[src/rtl/mem_port_arbiter.sv]
// mem_port_arbiter: shares one memory port between fetch and LSU, D priority with a fetch anti-starvation streak limit; define MEM_ARB_MISALIGN_EN to reject misaligned D accesses locally
module mem_port_arbiter #(
  parameter int MAX_DSTREAK = 4
) (
  input  logic        clk,
  input  logic        rst,
  input  logic        if_req,
  input  logic [31:0] if_addr,
  output logic        if_gnt,
  output logic        if_rvalid,
  output logic [31:0] if_rdata,
  input  logic        d_req,
  input  logic [31:0] d_addr,
  input  logic        d_we,
  input  logic [31:0] d_wdata,
  input  logic [1:0]  d_width,
  output logic        d_gnt,
  output logic        d_rvalid,
  output logic [31:0] d_rdata,
  output logic        d_err,
  output logic        m_req,
  output logic [31:0] m_addr,
  output logic        m_we,
  output logic [31:0] m_wdata,
  output logic [1:0]  m_width,
  input  logic        m_gnt,
  input  logic        m_rvalid,
  input  logic [31:0] m_rdata,
  output logic        busy
);
  typedef enum logic [1:0] {IDLE, WAIT_GNT, WAIT_RESP, ERR} state_t;
  localparam logic [3:0] STREAK_MAX = 4'(MAX_DSTREAK);
  state_t     state;
  logic       owner;
  logic [3:0] streak;
  logic       arb, d_win, d_mis, mis_go, resp;
  // winner selection at arbitration points and requester-facing strobes
  always_comb begin
    arb = !rst && (state == IDLE || (state == WAIT_RESP && m_rvalid));
    d_win = d_req && !(if_req && streak == STREAK_MAX);
`ifdef MEM_ARB_MISALIGN_EN
    d_mis = d_req && ((d_width == 2'b01 && d_addr[0]) || (d_width == 2'b10 && d_addr[1:0] != 2'b00));
    d_err = state == ERR;
`else
    d_mis = 1'b0;
    d_err = 1'b0;
`endif
    mis_go = arb && d_win && d_mis;
    resp = state == WAIT_RESP && m_rvalid;
    if_gnt = state == WAIT_GNT && m_gnt && !owner;
    d_gnt = (state == WAIT_GNT && m_gnt && owner) || mis_go;
    if_rvalid = resp && !owner;
    d_rvalid = (resp && owner) || state == ERR;
    if_rdata = if_rvalid ? m_rdata : '0;
    d_rdata = resp && owner ? m_rdata : '0;
    busy = state != IDLE;
  end
  // transaction sequencing; a D win only grows the streak while fetch is waiting
  always_ff @(posedge clk) begin
    if (rst) begin
      state <= IDLE;
      owner <= 1'b0;
      streak <= '0;
      m_req <= 1'b0;
      m_addr <= '0;
      m_we <= 1'b0;
      m_wdata <= '0;
      m_width <= '0;
    end else if (arb && (if_req || d_req)) begin
      owner <= d_win;
      streak <= d_win && if_req ? streak + 4'd1 : '0;
      state <= mis_go ? ERR : WAIT_GNT;
      m_req <= !mis_go;
      m_addr <= d_win ? d_addr : if_addr;
      m_we <= d_win && d_we;
      m_wdata <= d_win ? d_wdata : '0;
      m_width <= d_win ? d_width : 2'b10;
    end else if (arb) begin
      state <= IDLE;
      m_req <= 1'b0;
    end else if (state == WAIT_GNT && m_gnt) begin
      state <= WAIT_RESP;
      m_req <= 1'b0;
    end else if (state == ERR) begin
      state <= IDLE;
    end
  end
endmodule

[config.mk]
export PLATFORM = sky130hd
export DESIGN_NAME = mem_port_arbiter
export DESIGN_NICKNAME = d
export VERILOG_FILES = /design/src/rtl/mem_port_arbiter.sv
export SDC_FILE = /design/constraint.sdc
export NUM_CORES = 1
export LEC_CHECK = 0
export CAP_MARGIN = 10
export CORE_ASPECT_RATIO = 0.7
export CORE_MARGIN = 2
export CORE_UTILIZATION = 36
export CTS_CLUSTER_DIAMETER = 60
export CTS_CLUSTER_SIZE = 28
export DETAILED_ROUTE_END_ITERATION = 8
export PLACE_DENSITY = 0.86
export REMOVE_ABC_BUFFERS = 1
export SYNTH_ARGS = -nofsm -noshare
export SYNTH_HDL_FRONTEND = slang
export SYNTH_SLANG_ARGS = --single-unit
[constraint.sdc]
create_clock -name clk -period 3.95 [get_ports clk]
set_clock_uncertainty 0.2 [all_clocks]
set_input_delay 0.395 -clock clk [delete_from_list [all_inputs] [get_ports clk]]
set_output_delay 0.395 -clock clk [all_outputs]
set_load 0.05 [all_outputs]
==> results by group <==
Placed design
  • GP Congestion: 0.784
  • Dpl ws: 0.568 ns
  • Input/output buffers: 273
  • Cell Area, Placed: 0.00630 mm^2
  • DPL Wire Length: 9.71 mm
  • Placed Cells: 831

Synthesis
  • Primary FF master, synth: dfxtp_1
  • Synth Area per Inst: 7.66 um^2
  • Mapped cell area: 0.00356 mm^2
  • Yosys warning total: 0
  • #FFs+latches synth: 75
  • Ys async rst share: 0%
  • Yosys cell types: 35
  • Synth Instances: 465
  • Sequential element share of the synthesized area: 42.1%
  • Number of synthesized flops with an enable pin: 0

Detailed routing
  • Vias/cell: 4.87
  • First drt pass iteration count: 6
  • Detailed Route Iter0 Violations: 184
  • DR WL/cell: 15.7 um
  • DRT antenna net count: 0
  • Remaining DRCs: 0
  • Routed WL: 13.3 mm
  • Vias: 4124

Floorplan
  • Placeable Area: 0.00965 mm^2
  • Die width: 123 um
  • I/O pins: 275
  • Starting Density: 36.9%
  • Die height: 87.2 um
  • Core Rows: 30
  • Die area: 0.0107 mm^2

Run
  • Max-Cap Viols: 0

Critical path
  • Crit path arrival time: 2.81 ns
  • Crit path required time: 3.36 ns
  • CP max FO: 22
  • CP Cell Sequence: clkdlybuf4s50_1, nand2_1, nor3_2, buf_4, and2_1, clkdlybuf4s50_1
  • Startpoint type of the worst setup path: input pin
  • CP delay by family, top: buffers and inverters
  • WS Path Type: input pin to output port
  • CP peak stage delay: 0.80 ns
  • Top cell by count, worst path: clkdlybuf4s50_1
  • R2R Setup Slk: 1.47 ns
  • Slowest CP cell: clkdlybuf4s50_1
  • RR Endpoint: m_wdata[23]
  • Reg2Reg Depth: 7
  • Worst Path Buf+Inv: 3
  • CP endpoint kind: output port
  • Worst r2r src: streak[0]

Clock network
  • CTS Hold Bufs: 0
  • Post-CTS sizing: 0
  • Clock root cell: clkbuf_16
  • Clk_lat worst skew: 0.32 ns
  • Clock slew at reported path FFs: 0.06 ns
  • CTS max path bufs: 2
  • Clock sink total: 75
  • CTS Buf Count: 9
  • Post-CTS Repair Setup Buffers: 0
  • CTS tree: yes
  • H-Tree Depth: 3

Power and ir drop
  • Pleak: 2.43 nW
  • Power per cell area: 354 mW/mm^2
  • Power Total: 2.33 mW
  • Peak supply drop: 0.275 mV

Global routing
  • Total GRT Usage: 23.2%
  • First-pass GRT wire length: 19.5 mm
  • Initial antenna violation count: 0
  • GRT busiest layer: met2
  • Met2 Usage GRT: 38.0%
  • Largest net degree at the start of global routing: 74
  • Vias in the first global route: 3795
  • M1 GR Usage: 29.6%
  • Gr ovfl total: 0
  • Met3 GRT Util: 7.40%

Hold path
  • Worst Hold Class: flop to flop
  • Worst hold path depth: 2
  • Hold EP: m_wdata[22]
  • Hold_sp: m_wdata[22]

Cells and area
  • P&R area growth vs syn: 85.1%
  • Fin util: 68.3%
  • Final instance area: 0.00659 mm^2
  • Share of cells above drive strength 1: 4.18%
  • Multi-input logic area: 0.00184 mm^2
  • Fin cells: 846
  • Diodes inserted: 0
  • Fillers: 758
  • Nets@finish: 853
  • Register area: 0.00150 mm^2

STA
  • RSZ-0062 raised after global routing: false
  • Setup-failing EPs final: 0
  • Slew Viols, Final: 0
  • Relative slew slack: 37.7%
  • Final setup margin: 0.548 ns
  • Crit share post-route: 86.1%
  • Setup TNS Final: 0 ns
  • Minimum clock period: 3.40 ns
  • F_max: 294 MHz
  • WHS: 0.251 ns
  • Worst-Margin Slew: 0.934 ns
  • Final hold vios: 0

Status
  • Status: finished clean
==> metal layers <==
layer / part of all wire [%] / wire length (um) / vias to the layer above
li1: - / - / 2060
met1: 43 / 5730 / 1911
met2: 48 / 6400 / 142
met3: 7.8 / 1040 / 11
met4: 0.70 / 93 / 0
met5: 0 / 0 / -
==> worst max path at each step <==
stage                         from     endpoint  cells past startpoint
final                     m_rvalid  d_rdata[12]                      6
after global routing      m_rvalid   d_rdata[9]                      6
after CTS                 m_rvalid   d_rdata[9]                      6
after detailed placement  m_rvalid   d_rdata[9]                      6
after global placement    m_rvalid   d_rdata[0]                      6
after floorplan           state[0]  if_rdata[0]                      2
==> power by group <==
group / switching (mW) / total (mW) / internal (mW)
Combinational: 0.402 / 0.683 / 0.281
Sequential: 0.0350 / 0.847 / 0.812
Clock: 0.301 / 0.801 / 0.500
Total: 0.738 / 2.33 / 1.59
==> worst min-delay path: stages, from the launching register on <==
cell     delay [ns]
dfxtp_1        0.30
nand2_1        0.05
a21oi_1        0.05
==> cell usage in the layout, fill, tap and decap left out, types with 2 or more instances in the layout <==
cell and instances:
clkdlybuf4s50_1 272, a21oi_1 72, nand2b_1 4, nand3_1 34
inv_1 4, ha_1 2, buf_4 7, clkinv_2 3
clkbuf_16 9, nand2_1 73, nor3_2 2, a211oi_1 32
nor2_1 38, dfxtp_1 75, o21ai_1 2, and2_1 64
==> final cells by class <==
type	count	share of cell area, %
Multi-Input combinational cell	344	28.0
Inverter	4	0.228
Clock inverter	5	0.816
Tap cell	128	2.43
Sequential cell	75	22.8
Clock buffer	10	3.62
Timing Repair Buffer	280	42.2
==> flip-flops by register name (all words and copies together), names as in the netlist <==
| signal | count |
|---|---|
| owner | 1 |
| streak | 4 |
| m_req | 1 |
| m_we | 1 |
| m_wdata | 32 |
| m_addr | 32 |
| state | 2 |
| m_width | 2 |
==> cell usage after synthesis (all sizes together) (3+ instances only) <==
library cell	n	area [um^2]
dfxtp	75	1500
nand2	73	274
a21oi	72	360
and2	65	407
nor2	38	143
nand3	34	170
a211oi	32	240
clkbuf	24	90.1
buf	18	124
inv	4	15.0
nand2b	4	25.0
nor3	3	15.0
o21ai	3	15.0
==> kinds of logic after synthesis <==
logic type,Yosys count,share of synthesized area [%]
simple gates,228,32.0
compound gates,112,18.3
fa+ha+maj,2,0.702
buf+inv,46,6.43
mux,1,0.281
flops,75,42.1
other cells,1,0.105
Note: power is estimated with default switching activity, not from simulation.
